--- src/rtl/rr_mux_stream_if.sv ---
// Stream bundle for rr_mux_stream: N producer channels in, one tagged stream out.
// slave is the multiplexer's view; master is the view of whatever drives it.
interface rr_mux_stream_if #(
    parameter int WIDTH    = 8,
    parameter int CHANNELS = 4,
    parameter int SEL_W    = $clog2(CHANNELS)
);
    logic [CHANNELS*WIDTH-1:0] in_data;
    logic [CHANNELS-1:0]       in_valid;
    logic [CHANNELS-1:0]       in_ready;
    logic [WIDTH-1:0]          out_data;
    logic [SEL_W-1:0]          out_chan;
    logic                      out_valid;
    logic                      out_ready;

    modport slave (
        input  in_data, in_valid, out_ready,
        output in_ready, out_data, out_chan, out_valid
    );

    modport master (
        output in_data, in_valid, out_ready,
        input  in_ready, out_data, out_chan, out_valid
    );
endinterface

--- src/rtl/rr_mux_stream.sv ---
// N-channel stream multiplexer: round-robin or fixed-priority arbitration,
// manual channel force, one-entry registered output tagged with source channel.
module rr_mux_stream #(
    parameter int WIDTH    = 8,
    parameter int CHANNELS = 4,
    parameter int PRIORITY = 0,
    parameter int SEL_W    = $clog2(CHANNELS)
) (
    input  logic             clk,
    input  logic             rst_n,
    input  logic             force_en,
    input  logic [SEL_W-1:0] force_sel,
    rr_mux_stream_if.slave   bus
);
    localparam int unsigned NCH = CHANNELS;

    logic [WIDTH-1:0]    r_out_data;
    logic [SEL_W-1:0]    r_out_chan;
    logic                r_out_valid;
    logic [SEL_W-1:0]    r_ptr;

    logic                w_load_en;
    logic                w_any;
    logic [SEL_W-1:0]    w_gidx;
    logic [CHANNELS-1:0] w_grant;
    logic [WIDTH-1:0]    w_sel_data;
    logic                w_xfer;

    assign w_load_en = !r_out_valid || bus.out_ready;

    always_comb begin : p_grant
        int unsigned idx;
        w_any      = 1'b0;
        w_gidx     = '0;
        w_grant    = '0;
        w_sel_data = '0;
        idx        = 0;
        if (force_en) begin
            // Out-of-range force_sel matches no channel, so no grant results.
            for (int unsigned i = 0; i < NCH; i++) begin
                if (force_sel == SEL_W'(i) && bus.in_valid[i]) begin
                    w_any  = 1'b1;
                    w_gidx = SEL_W'(i);
                end
            end
        end else if (PRIORITY != 0) begin
            for (int unsigned i = 0; i < NCH; i++) begin
                if (!w_any && bus.in_valid[i]) begin
                    w_any  = 1'b1;
                    w_gidx = SEL_W'(i);
                end
            end
        end else begin
            for (int unsigned k = 0; k < NCH; k++) begin
                idx = 32'(r_ptr) + k;
                if (idx >= NCH) idx = idx - NCH;
                if (!w_any && bus.in_valid[idx]) begin
                    w_any  = 1'b1;
                    w_gidx = SEL_W'(idx);
                end
            end
        end
        for (int unsigned i = 0; i < NCH; i++) begin
            if (w_any && w_gidx == SEL_W'(i)) begin
                w_grant[i] = 1'b1;
                w_sel_data = bus.in_data[i*WIDTH +: WIDTH];
            end
        end
    end

    assign w_xfer       = w_load_en && w_any;
    assign bus.in_ready = w_load_en ? w_grant : '0;

    always_ff @(posedge clk or negedge rst_n) begin
        if (!rst_n) begin
            r_out_data  <= '0;
            r_out_chan  <= '0;
            r_out_valid <= 1'b0;
            r_ptr       <= '0;
        end else if (w_xfer) begin
            r_out_data  <= w_sel_data;
            r_out_chan  <= w_gidx;
            r_out_valid <= 1'b1;
            if (!force_en) begin
                r_ptr <= (w_gidx == SEL_W'(CHANNELS - 1)) ? '0 : w_gidx + SEL_W'(1);
            end
        end else if (w_load_en) begin
            r_out_valid <= 1'b0;
        end
    end

    assign bus.out_data  = r_out_data;
    assign bus.out_chan  = r_out_chan;
    assign bus.out_valid = r_out_valid;
endmodule

--- src/flat_wrapper.sv ---
// flat-port wrapper written by rule: the top's interface ports become plain ports
module rr_mux_stream_flat 
#(
    parameter int WIDTH    = 8,
    parameter int CHANNELS = 4,
    parameter int PRIORITY = 0,
    parameter int SEL_W    = $clog2(CHANNELS)
)
  (clk, rst_n, force_en, force_sel, bus_in_data, bus_in_valid, bus_out_ready, bus_in_ready, bus_out_data, bus_out_chan, bus_out_valid);
  rr_mux_stream_if #(.WIDTH(WIDTH), .CHANNELS(CHANNELS), .SEL_W(SEL_W)) bus_i ();
  input  logic clk;
  input  logic rst_n;
  input  logic force_en;
  input  logic [SEL_W-1:0] force_sel;
  input wire logic [$bits(bus_i.in_data)-1:0] bus_in_data;
  input wire logic [$bits(bus_i.in_valid)-1:0] bus_in_valid;
  input wire logic [$bits(bus_i.out_ready)-1:0] bus_out_ready;
  output wire logic [$bits(bus_i.in_ready)-1:0] bus_in_ready;
  output wire logic [$bits(bus_i.out_data)-1:0] bus_out_data;
  output wire logic [$bits(bus_i.out_chan)-1:0] bus_out_chan;
  output wire logic [$bits(bus_i.out_valid)-1:0] bus_out_valid;
  assign bus_i.in_data = bus_in_data;
  assign bus_i.in_valid = bus_in_valid;
  assign bus_i.out_ready = bus_out_ready;
  assign bus_in_ready = bus_i.in_ready;
  assign bus_out_data = bus_i.out_data;
  assign bus_out_chan = bus_i.out_chan;
  assign bus_out_valid = bus_i.out_valid;
  rr_mux_stream #(.WIDTH(WIDTH), .CHANNELS(CHANNELS), .PRIORITY(PRIORITY), .SEL_W(SEL_W)) u_core (.clk(clk), .rst_n(rst_n), .force_en(force_en), .force_sel(force_sel), .bus(bus_i));
endmodule
--- config.mk ---
export PLATFORM = sky130hd
export DESIGN_NAME = rr_mux_stream_flat
export DESIGN_NICKNAME = d
export VERILOG_FILES = /design/src/rtl/rr_mux_stream_if.sv /design/src/rtl/rr_mux_stream.sv /design/src/flat_wrapper.sv
export SDC_FILE = /design/constraint.sdc
export NUM_CORES = 1
export LEC_CHECK = 0
export BUFFER_PORTS_ARGS = -buffer_cell sky130_fd_sc_hd__buf_4
export CAP_MARGIN = 20
export CORE_AREA = 3 3 43 64
export DETAILED_ROUTE_END_ITERATION = 8
export DIE_AREA = 0 0 46 67
export GPL_ROUTABILITY_DRIVEN = 0
export PLACE_DENSITY_LB_ADDON = 0.05
export RECOVER_POWER = 50
export REMOVE_ABC_BUFFERS = 1
export SYNTH_ARGS = -nofsm -noshare
export SYNTH_HDL_FRONTEND = slang
export SYNTH_SLANG_ARGS = --single-unit
--- constraint.sdc ---
create_clock -name clk -period 6.23 [get_ports clk]
set_input_delay 1.246 -clock clk [delete_from_list [all_inputs] [get_ports clk]]
set_output_delay 1.246 -clock clk [all_outputs]
set_load 0.02 [all_outputs]
==> run summary, run 1 <==
After detailed routing, the total wire length is 2.895 mm. The core region is 0.002260 mm². The HPWL reported at the end of detailed placement is 2.301 mm. The via count of the first global-routing pass came out at 1011.

The post-placement worst setup slack is 1.883 ns. The total leakage power is 0.6813 nW. The path class of the tightest hold or removal check is flop to flop. The power density over the cells came out at 311.1 mW/mm². The proportion of netlist area held by the largest area contributor came out at 0.3163. The required time of the critical path is 4.98 ns.

The detail-routed net length per standard cell is 15.48 µm. The path with the worst hold slack has its endpoint at u_core.bus.out_data[1]. The least setup slack across all paths after layout is 1.879 ns. The type of the worst setup path is input port to output pin.

Across the whole layout, storage elements account for 325.3 µm². The first-pass GRT wire length came out at 4.381 mm. The portion of the post-synthesis area used by sequential elements came out at 0.3163.

The count of H-tree levels built during CTS is 1. After filler insertion, the fill cell instance count of the layout stands at 209. The I/O pin count came out at 57. The worst relative slew slack is 0.5060. For this run, the share of the core covered by cells in the final layout is 0.6418. The run finished with clean final reports. The endpoint identified for the worst register-to-register timing path is u_core.bus.out_data[1].

The max-slew violation count came out at 0. CTS placed an instance of sky130_fd_sc_hd__clkbuf_4 at the clock tree root. The die is 46 µm wide. The total instance count after detailed placement is 183.

The detailed-route via count is 1086. On the critical path the largest part of the delay comes from compound AO/OA/AOI/OAI gates. In this run, synthesis produced a sequential element count of 13. The critical path buffer and inverter count came out at 2.

Data arrives at the worst endpoint at 3.11 ns. The number of cells in the finished layout apart from fillers came out at 187. For this design, the CTS-stage hold fixing added 0 buffers. STA classifies the critical path endpoint as an output pin. The setup violation total in the final timing report came out at 0.

The biggest area contributor in the post-synthesis netlist is sky130_fd_sc_hd__dfrtp_1. The residual DRC count came out at 0. The number of distinct library cells after synthesis is 32. The pin count of the biggest net entering global routing came out at 18.

The first-iteration detailed-routing DRC count is 14. The final worst clock skew is 0.003908 ns. The count of buffers from port buffering is 56. The worst register-to-register path has a depth of 8. The number of buffers added for setup after CTS came out at 0. The post-synthesis instance total came out at 110.

Clock tree synthesis inserted a total of 3 buffers. The fraction of final layout cells with drive strength greater than 1 is 0.4024. The average cell area after synthesis came out at 9.350 µm².

The achievable clock frequency is 229.8 MHz. The clock input transition at the sequential cells of the worst setup and hold paths is 0.07 ns. IR analysis of the VDD net gives a maximum drop of 0.0002075 V.

Subtracting the final worst setup slack from the clock period gives 4.351 ns. The initial antenna violation count is 0. The length of the first detailed-routing pass in iterations is 4. After synthesis, the cell types taking the most area are sky130_fd_sc_hd__dfrtp_1 (32%), sky130_fd_sc_hd__mux2_2 (11%), sky130_fd_sc_hd__a221oi_1 (6.8%).

The cell depth of the worst hold path is 1. The area of the multi-input gates is 660.6 µm². The critical path goes through buf_4 -> mux2i_1 -> a32o_1 -> o31ai_1 -> ha_1 -> and3_1 -> buf_4. The cell type with the highest occurrence count on the critical path is sky130_fd_sc_hd__buf_4.

The area growth from synthesis to layout is 41.00%. The cell with the largest stage delay on the worst path is sky130_fd_sc_hd__ha_1. Across the run, the number of max-cap violations was 0. The total negative setup slack is 0 ns. Of all nets on the critical path, the largest fanout is 17. In this run the deepest clock path goes through 2 buffers. At the pin with the least slew margin, the transition time is 0.7411 ns.

For this run the aggregate overflow at the end of global routing stands at 0. The final antenna diode count came out at 0. The layout net count came out at 211. The post-cts gate resize count is 0. The via-per-instance ratio came out at 5.807.

The worst setup path is launched from an input port. The count of nets left with antenna violations after detail routing came out at 0. The number of warnings issued by yosys is 0.

The area enclosed by the die boundary is 0.003082 mm². The hold violation total from the final report was 0. The starting density of the core came out at 0.4551. In this run the critical register-to-register path is launched from u_core.r_ptr[1]. TritonCTS built the clock tree. The vertical die dimension came out at 67 µm. Setup repair after global routing left no endpoint under its margin. The clock net sink count came out at 13.

The clock latency on the worst-skew pair came out at 0.29 ns. The delay of the slowest critical-path stage is 0.61 ns. Of the available clock period, the critical path in the final layout requires 0.6984. The number of rows created at floorplan is 21. The startpoint identified for the worst hold timing path is u_core.bus.out_data[1]. Across every metal layer, demand over resource in global routing totals 0.1974. The worst register-to-register path has a setup slack of 3.36 ns. The synthesized area came out at 0.001028 mm².
cell usage after synthesis:
cell                        n
sky130_fd_sc_hd__dfrtp_1   13
sky130_fd_sc_hd__nand2_1   12
sky130_fd_sc_hd__mux2_2    10
sky130_fd_sc_hd__nor2b_1    9
sky130_fd_sc_hd__o31ai_1    9
sky130_fd_sc_hd__a221oi_1   8
sky130_fd_sc_hd__and3_1     4
sky130_fd_sc_hd__ha_1       4
sky130_fd_sc_hd__inv_1      4
sky130_fd_sc_hd__a21oi_1    3
sky130_fd_sc_hd__nand2b_1   3
sky130_fd_sc_hd__nor2_1     3
sky130_fd_sc_hd__o21ai_0    3
sky130_fd_sc_hd__buf_1      2
sky130_fd_sc_hd__buf_2      2
sky130_fd_sc_hd__clkbuf_1   2
sky130_fd_sc_hd__mux2i_1    2
sky130_fd_sc_hd__nand3_1    2
sky130_fd_sc_hd__o211ai_1   2
sky130_fd_sc_hd__a22o_1     1
sky130_fd_sc_hd__a31oi_1    1
sky130_fd_sc_hd__a32o_1     1
sky130_fd_sc_hd__and2_1     1
sky130_fd_sc_hd__and2b_1    1
sky130_fd_sc_hd__mux4_1     1
sky130_fd_sc_hd__nand3b_1   1
sky130_fd_sc_hd__nor2_2     1
sky130_fd_sc_hd__nor2_4     1
sky130_fd_sc_hd__o21a_1     1
sky130_fd_sc_hd__o21ai_4    1
sky130_fd_sc_hd__or2_2      1
sky130_fd_sc_hd__or4_4      1
final cells by class:
class                           instances  share of cell area
Timing Repair Buffer                   56              0.2718
Sequential cell                        13              0.2243
Inverter                                4             0.01035
Clock buffer                            4             0.01812
Tap cell                               23             0.01984
Multi-Input combinational cell         87              0.4556
registers in the layout, summed over array words and instances, names as in the netlist:
| register | cells |
|---|---|
| u_core.bus.out_data | 8 |
| u_core.bus.out_valid | 1 |
| u_core.bus.out_chan | 2 |
| u_core.r_ptr | 2 |
power breakdown:
part           switching [mW]  internal [mW]
clock network          0.0286         0.0249
registers              0.0243          0.120
logic                   0.136          0.118
per-layer routing:
layer / track usage / share of wire
met5: 0 / 0
met2: 0.3534 / 0.52
met4: 0.1352 / 0.035
met3: 0.02432 / 0.086
met1: 0.1973 / 0.36
placed cells by master, fill, tap and decap left out:
cell | Yosys | routed
sky130_fd_sc_hd__nand2b_1 | 3 | 3
sky130_fd_sc_hd__nor2_1 | 3 | 4
sky130_fd_sc_hd__inv_1 | 4 | 4
sky130_fd_sc_hd__o31ai_1 | 9 | 9
sky130_fd_sc_hd__a31oi_1 | 1 | 1
sky130_fd_sc_hd__nor2b_1 | 9 | 9
sky130_fd_sc_hd__o21ai_4 | 1 | 1
sky130_fd_sc_hd__clkbuf_1 | 2 | 8
sky130_fd_sc_hd__a221oi_1 | 8 | 8
sky130_fd_sc_hd__and3_1 | 4 | 4
sky130_fd_sc_hd__o211ai_1 | 2 | 2
sky130_fd_sc_hd__and2b_1 | 1 | 1
sky130_fd_sc_hd__nor2_4 | 1 | 1
sky130_fd_sc_hd__clkbuf_4 | 0 | 3
sky130_fd_sc_hd__ha_1 | 4 | 4
sky130_fd_sc_hd__mux4_1 | 1 | 1
sky130_fd_sc_hd__o21ai_0 | 3 | 3
sky130_fd_sc_hd__o21a_1 | 1 | 1
sky130_fd_sc_hd__mux2i_1 | 2 | 2
sky130_fd_sc_hd__or4_4 | 1 | 1
sky130_fd_sc_hd__nand2_1 | 12 | 12
sky130_fd_sc_hd__and2_1 | 1 | 1
sky130_fd_sc_hd__nand3b_1 | 1 | 1
sky130_fd_sc_hd__buf_4 | 0 | 49
sky130_fd_sc_hd__dfrtp_1 | 13 | 13
sky130_fd_sc_hd__a21oi_1 | 3 | 3
sky130_fd_sc_hd__a22o_1 | 1 | 1
sky130_fd_sc_hd__nand3_1 | 2 | 2
sky130_fd_sc_hd__or2_2 | 1 | 1
sky130_fd_sc_hd__a32o_1 | 1 | 1
sky130_fd_sc_hd__mux2_2 | 10 | 10
worst max path at each step:
| stage | startpoint | end | slack [ns] | depth (start not counted) |
|---|---|---|---|---|
| final | bus_in_valid[3] | bus_in_ready[3] | 1.88 | 7 |
| after global routing | bus_in_valid[3] | bus_in_ready[3] | 1.72 | 7 |
| after CTS | bus_in_valid[3] | bus_in_ready[3] | 1.88 | 7 |
| after detailed placement | bus_in_valid[3] | bus_in_ready[3] | 1.88 | 7 |
| after floorplan | bus_in_valid[3] | bus_in_ready[3] | 2.28 | 5 |
| after global placement | bus_in_valid[3] | bus_in_ready[3] | 1.93 | 7 |
worst register-to-register path, stage by stage, from the launching register on:
cell                       delay (ns)
sky130_fd_sc_hd__dfrtp_1         0.45
sky130_fd_sc_hd__mux2i_1         0.15
sky130_fd_sc_hd__a32o_1          0.22
sky130_fd_sc_hd__o31ai_1         0.47
sky130_fd_sc_hd__ha_1            0.49
sky130_fd_sc_hd__nor2b_1         0.26
sky130_fd_sc_hd__a221oi_1        0.31
sky130_fd_sc_hd__o31ai_1         0.12
sky130_fd_sc_hd__mux2_2          0.28
cell families (layout without fill, tap and decap cells):
kind of cell | count (synthesis) | count (layout) | share of synthesized area
AOI/OAI and AO/OA | 30 | 30 | 0.2251
buffers and inverters | 10 | 64 | 0.03893
DFF | 13 | 13 | 0.3163
muxes | 13 | 13 | 0.1545
and+or+nand+nor | 40 | 40 | 0.2166
adders and majority gates | 4 | 4 | 0.04866
stage by stage:
stage	area [µm²]	hold slack (ns)	power [mW]
after detailed placement	1453	0.4978	0.4172
after CTS	1479	0.5153	0.4715
after floorplan	1003	0.5423	0.3075
after global placement	1453	0.4920	0.4109
after global routing	1450	0.5261	0.4815
final	1450	0.5098	0.4512
Power figures use the tool's default switching activity.
==> run 2: changes to the inputs <==
Settings changed: CORE_AREA 3 3 43 64 to 3 3 44 66, DIE_AREA 0 0 46 67 to 0 0 47 69.
Clock period 6.23 ns to 4.3 ns, I/O delays scaled along.
==> run 2 against run 1 <==
Against the previous run: clock-buffer cell count stayed put; critical path depth up 1; sequential share of layout area is 0.13 points lower; first-iteration DRC count rose by 110%; largest power group unchanged; combinational power is 46% higher; hold slack better by 0.0052 ns; highest routed layer unchanged; critical path type unchanged; non-clock buffer count is 1 higher; die area increased by 5.2%; global-route usage shrank 0.87 points; clock skew is essentially flat; final area up 0.60%; via count is 2.1% higher.
==> run summary, run 2 (same netlist as run 1, synthesis figures left out) <==
The layout-stage area growth over the synthesis result came out at 41.85% (was 41.00%). Commonest cells after routing, fill and taps aside: sky130_fd_sc_hd__buf_4 (50), sky130_fd_sc_hd__dfrtp_1 (13), sky130_fd_sc_hd__nand2_1 (12), sky130_fd_sc_hd__mux2_2 (10) (was sky130_fd_sc_hd__buf_4 (49), sky130_fd_sc_hd__dfrtp_1 (13), sky130_fd_sc_hd__nand2_1 (12), sky130_fd_sc_hd__mux2_2 (10)). The clock net sink count is 13 (unchanged). The total leakage power is 0.6874 nW (was 0.6813 nW). The count of buffers from port buffering came to 56 (unchanged). The cell type with the highest occurrence count on the critical path was sky130_fd_sc_hd__buf_4 (unchanged).

Setup repair after global routing missed its margin: false (unchanged). The required time of the critical path is 3.44 ns (was 4.98 ns). The post-cts gate resize count was 0 (unchanged). The first-pass GRT wire length is 4.595 mm (was 4.381 mm). The worst hold path class was flop to flop (unchanged).

The fraction of final layout cells with drive strength greater than 1 is 0.4061 (was 0.4024). The achievable clock frequency is 281.1 MHz. The I/O pin count is 57 (unchanged). The layout net count is 212 (was 211). The worst-case vdd ir drop came to 0.0002330 V (was 0.0002075 V).

The final antenna diode count is 0 (unchanged). Cell chain of the critical path: buf_4 -> mux2i_1 -> a32o_1 -> o31ai_1 -> inv_1 -> ha_1 -> and3_1 -> buf_4 (was buf_4 -> mux2i_1 -> a32o_1 -> o31ai_1 -> ha_1 -> and3_1 -> buf_4). The worst-case hold slack came out at 0.5149 ns (was 0.5098 ns).

The worst endpoint data arrival time came out at 2.70 ns (was 3.11 ns). The leading cell type in the layout, fill and taps excluded is sky130_fd_sc_hd__buf_4 (unchanged). The number of buffers added for setup after CTS is 0 (unchanged). The length of the first detailed-routing pass in iterations was 4 (unchanged). The smallest clock period supported by the final layout is computed as 3.558 ns.

The pin count of the biggest net entering global routing came out at 18 (unchanged). The cell with the largest stage delay on the worst path was sky130_fd_sc_hd__o31ai_1 (was sky130_fd_sc_hd__ha_1). The HPWL reported at the end of detailed placement is 2.481 mm (was 2.301 mm). The worst relative slew slack is 0.4805 (was 0.5060). The setup violation total in the final timing report came to 0 (unchanged).

The number of max-capacitance violations reported came to 0 (unchanged). The CTS buffer count was 3 (unchanged). The residual overflow from global routing came out at 0 (unchanged). The register-to-register path setup slack came out at 1.48 ns (was 3.36 ns). The vertical die dimension is 69 µm (was 67 µm). The clock tree from TritonCTS is built (unchanged). The count of hold buffers inserted by post-cts repair is 0 (unchanged). The via-per-instance ratio is 5.868 (was 5.807). The initial antenna violation count came out at 0 (unchanged). The detailed-route via count is 1109 (was 1086). The residual DRC count came out at 0 (unchanged). The endpoint class of the critical path is an output pin (unchanged).

The delay of the slowest critical-path stage is 0.50 ns (was 0.61 ns). The largest fanout on the critical path came to 17 (unchanged). The total routing resource utilization after global routing came to 0.1888 (was 0.1974). The detail-routed net length per standard cell came out at 16.10 µm (was 15.48 µm). The max-slew violation count came out at 0 (unchanged).

The area enclosed by the die boundary is 0.003243 mm² (was 0.003082 mm²). The slew at the pin closest to its max-slew limit came out at 0.7792 ns (was 0.7411 ns). The number of rows created at floorplan came out at 22 (was 21). The clock input transition at the sequential cells of the worst setup and hold paths came out at 0.08 ns (was 0.07 ns). The count of H-tree levels built during CTS came out at 1 (unchanged). The final worst clock skew is 0.003429 ns (was 0.003908 ns).

The number of flip-flops in the largest register came out at 8 (unchanged). The power density over the cells came out at 450.9 mW/mm² (was 311.1 mW/mm²). The die boundary width came out at 47 µm (was 46 µm). The critical path buffer and inverter count is 3 (was 2). The hold violation total from the final report came out at 0 (unchanged). The via count of the first global-routing pass came to 1074 (was 1011). Result of the run: complete, no violations (unchanged). The final worst-path cycle share is 0.8274. The element type at the critical path start is an input port (unchanged). The count of nets left with antenna violations after detail routing came out at 0 (unchanged). The clock latency on the worst-skew pair came out at 0.28 ns (was 0.29 ns). The total negative setup slack came to 0 ns (unchanged). The clock tree root driver cell is sky130_fd_sc_hd__clkbuf_4 (unchanged).

The detailed-route wire length is 3.043 mm (was 2.895 mm). The first-iteration detailed-routing DRC count came out at 30 (was 14). The final design utilization is 0.6023 (was 0.6418).

The overall power after layout is 0.6578 mW (was 0.4512 mW). The cell family contributing the most delay on the critical path was compound AO/OA/AOI/OAI gates (unchanged). The starting density of the core was 0.4246 (was 0.4551). The core box area is 0.002422 mm² (was 0.002260 mm²).

The type of the worst setup path is input port to output pin (unchanged). The clock tree buffer depth came out at 2 (unchanged).
==> run 2: changes by cell type in the layout (fill, tap and decap cells not counted), sizes merged <==
cell	delta
buf	+1
==> run 2: final timing paths <==
path	start	endpoint	cells past startpoint
worst max-delay path	bus_in_valid[3]	bus_in_ready[2]	8
worst min-delay path	u_core.bus.out_data[5]	u_core.bus.out_data[5]	1
worst max register to register	u_core.r_ptr[1]	u_core.bus.out_data[6]	8
worst min register to register	u_core.bus.out_data[5]	u_core.bus.out_data[5]	1
max in group asynchronous	rst_n	u_core.bus.out_data[2]	1
min in group asynchronous	rst_n	u_core.bus.out_valid	1
==> run 2: where the power goes <==
group / leakage (nW) / switching, mW / internal (mW)
sequential: 0.156 / 0.0354 / 0.174
clock: 0.0150 / 0.0424 / 0.0360
combinational: 0.517 / 0.194 / 0.176
==> run 2: stage by stage <==
step / std cells / worst slack [ns] / instance area [µm²]
2_1_floorplan: 104 / 1.118 / 1003
3_3_place_gp: 185 / 0.8631 / 1461
3_5_place_dp: 185 / 0.7741 / 1461
4_1_cts: 189 / 0.7691 / 1488
5_1_grt: 189 / 0.5999 / 1459
6_report: 189 / 0.7423 / 1459
==> run 2: cell type report <==
| class | count | area (µm²) |
|---|---|---|
| Sequential cell | 13 | 325.3 |
| Clock buffer | 4 | 26.28 |
| Fill cell | 246 | 963.4 |
| Inverter | 4 | 15.01 |
| Tap cell | 24 | 30.03 |
| Timing Repair Buffer | 57 | 401.6 |
| Multi-Input combinational cell | 87 | 660.6 |
==> run 2: routing by layer <==
metal  share of wire  global-route usage  up-vias
met5               0                   0        -
met4           0.029              0.1015        0
met3           0.091             0.01828       10
met2            0.54              0.3404       54
met1            0.34              0.1934      524
li1                -                   -      521
==> run 3: changes to the inputs <==
Clock period 4.3 ns to 3.5 ns, I/O delays scaled along.
==> run 3 against run 2 <==
Against the previous run: combinational power up 23%; sequential share of layout area decreased by 0.11 points; largest cell class unchanged; wire length fell by 7.0%; first-iteration DRC count decreased by 53%; non-clock buffer count up 1; core utilization is 0.31 points higher; critical path depth is 1 lower; via count down 3.2%; die area stayed put.
==> run summary, run 3 (same netlist as run 1, synthesis figures left out) <==
The element type at the critical path start was an input port (unchanged). The power density over the cells is 548.7 mW/mm² (was 450.9 mW/mm²). The leading cell type in the layout, fill and taps excluded is sky130_fd_sc_hd__buf_4 (unchanged). The final design utilization came out at 0.6054 (was 0.6023). The total routing resource utilization after global routing is 0.1712 (was 0.1888).

The number of buffers added for setup after CTS is 0 (unchanged). The starting density of the core came out at 0.4246 (unchanged). The layout-stage area growth over the synthesis result came to 42.58% (was 41.85%). The count of H-tree levels built during CTS is 1 (unchanged). The total leakage power is 0.6926 nW (was 0.6874 nW). The clock tree from TritonCTS is built (unchanged). The met1 capacity usage during global routing was 0.1661 (was 0.1934). The power share of the sequential group is 0.320 (was 0.318).

The total instance count after detailed placement came to 186 (was 185). The worst-case hold slack is 0.4353 ns (was 0.5149 ns). The required time of the critical path came to 2.80 ns (was 3.44 ns). The number of max-capacitance violations reported is 0 (unchanged).

The count of nets left with antenna violations after detail routing is 0 (unchanged). The total negative setup slack came out at 0 ns (unchanged). The total non-filler cell area in the finished layout is 0.001466 mm² (was 0.001459 mm²). The clock tree buffer depth came out at 2 (unchanged). The layer with the highest usage is met2 (unchanged). The area enclosed by the die boundary came out at 0.003243 mm² (unchanged). The filler cell count was 243 (was 246). The met2 global-route usage came out at 0.3071 (was 0.3404). The via count of the first global-routing pass is 1005 (was 1074). The detailed-route via count came out at 1073 (was 1109). Commonest cells after routing, fill and taps aside: sky130_fd_sc_hd__buf_4 (51), sky130_fd_sc_hd__dfrtp_1 (13), sky130_fd_sc_hd__nand2_1 (12), sky130_fd_sc_hd__mux2_2 (10) (was sky130_fd_sc_hd__buf_4 (50), sky130_fd_sc_hd__dfrtp_1 (13), sky130_fd_sc_hd__nand2_1 (12), sky130_fd_sc_hd__mux2_2 (10)). The residual DRC count was 0 (unchanged). The switching power total came out at 0.3285 mW (was 0.2721 mW). The final worst clock skew came out at 0.001838 ns (was 0.003429 ns). The final antenna diode count is 0 (unchanged). The source of the worst register-to-register timing path is u_core.r_ptr[1] (unchanged). The global-route track usage on met3 is 0.03394 (was 0.01828). The type of the worst setup path is input port to output pin (unchanged). The clock input transition at the sequential cells of the worst setup and hold paths is 0.08 ns (about the same).

The power share of the combinational group is 0.564 (was 0.563). The clock tree root driver cell is sky130_fd_sc_hd__clkbuf_4 (unchanged). The via-per-instance ratio is 5.647 (was 5.868). The max-slew violation count was 0 (unchanged). The clock net sink count came out at 13 (unchanged). The endpoint class of the critical path is an output pin (unchanged). The worst endpoint data arrival time was 2.39 ns (was 2.70 ns). The vertical die dimension came out at 69 µm (unchanged). The post-cts gate resize count is 0 (unchanged). The core box area came out at 0.002422 mm² (unchanged).

Setup repair after global routing missed its margin: false (unchanged). The least setup slack across all paths after layout is 0.4121 ns (was 0.7423 ns). The overall power after layout is 0.8046 mW (was 0.6578 mW). The number of cells in the finished layout apart from fillers came out at 190 (was 189). The detail-routed net length per standard cell is 14.90 µm (was 16.10 µm). The count of hold buffers inserted by post-cts repair is 0 (unchanged). Result of the run: complete, no violations (unchanged). The largest fanout on the critical path came out at 10 (was 17). The number of rows created at floorplan came out at 22 (unchanged). The count of buffers from port buffering came to 56 (unchanged). The final worst-path cycle share came out at 0.8823. The post-placement worst setup slack came out at 0.4273 ns (was 0.7741 ns).

The net switching fraction of the power is 0.4083 (was 0.4137). The setup violation total in the final timing report came to 0 (unchanged). The post-route minimum period came out at 3.088 ns. The clock network power share is 0.116 (was 0.119). The origin of the worst setup path is bus_in_valid[3] (unchanged). The worst hold path class is input port to asynchronous set/reset pin (was flop to flop). The slew at the pin closest to its max-slew limit is 0.6932 ns (was 0.7792 ns). The standard cell area after detailed placement is 0.001469 mm² (was 0.001461 mm²). The worst relative slew slack is 0.5378 (was 0.4805). The hold violation total from the final report was 0 (unchanged). The length of the first detailed-routing pass in iterations is 4 (unchanged). The residual overflow from global routing was 0 (unchanged). The layout net count came out at 213 (was 212). The clock latency on the worst-skew pair was 0.27 ns (was 0.28 ns). The pin count of the biggest net entering global routing is 17 (was 18).

The worst-case vdd ir drop was 0.0002933 V (was 0.0002330 V). The I/O pin count came out at 57 (unchanged). The internal power of the cells is 0.4761 mW (was 0.3857 mW).

The number of flip-flops in the largest register came out at 8 (unchanged). The fraction of final layout cells with drive strength greater than 1 came out at 0.4096 (was 0.4061). The achievable clock frequency came out at 323.8 MHz. The detailed-route wire length is 2.831 mm (was 3.043 mm). The die boundary width came to 47 µm (unchanged).

The first-pass GRT wire length is 4.188 mm (was 4.595 mm). The HPWL reported at the end of detailed placement came to 2.397 mm (was 2.481 mm). The first-iteration detailed-routing DRC count came out at 14 (was 30).

The initial antenna violation count was 0 (unchanged). The CTS buffer count came out at 3 (unchanged).
==> run 3: cell count changes in the layout (fill, tap and decap cells not counted) <==
cell                    change
sky130_fd_sc_hd__buf_4      +1
==> run 3: layer usage <==
metal / vias up / part of all wire
met2: 50 / 0.54
met1: 493 / 0.34
li1: 522 / -
met3: 8 / 0.095
met4: 0 / 0.026
met5: - / 0
==> run 3: path summary, 6_finish.rpt <==
check | end | slack [ns] | depth (start not counted)
min in group clk | u_core.bus.out_data[1] | 0.51 | 1
worst min-delay path | u_core.r_ptr[0] | 0.44 | 1
max in group asynchronous | u_core.bus.out_data[0] | 2.63 | 1
worst max register to register | u_core.bus.out_data[1] | 0.74 | 8
worst max-delay path | bus_in_ready[1] | 0.41 | 7
worst min register to register | u_core.bus.out_data[1] | 0.51 | 1
==> run 3: power by group through the flow <==
stage	registers (mW)	clock network [mW]	logic, mW
6_report	0.257	0.0930	0.454
5_1_grt	0.268	0.105	0.496
4_1_cts	0.260	0.0977	0.483
3_5_place_dp	0.264	0	0.481
3_3_place_gp	0.257	0	0.477
2_1_floorplan	0.316	0	0.231
==> run 3: final cells by class <==
type / instances / area (µm²) / share of cell area
multi-input combinational: 87 / 660.6 / 0.4505
timing repair buffer: 58 / 409.1 / 0.2790
sequential: 13 / 325.3 / 0.2218
tap: 24 / 30.03 / 0.02048
clock buffer: 4 / 26.28 / 0.01792
inverter: 4 / 15.01 / 0.01024
==> run 3: critical path, cell delays in order <==
cell and delay, ns:
sky130_fd_sc_hd__buf_4 0.11, sky130_fd_sc_hd__mux2i_1 0.07, sky130_fd_sc_hd__a32o_1 0.23, sky130_fd_sc_hd__o31ai_1 0.47, sky130_fd_sc_hd__ha_1 0.45, sky130_fd_sc_hd__and3_1 0.21, sky130_fd_sc_hd__buf_4 0.14
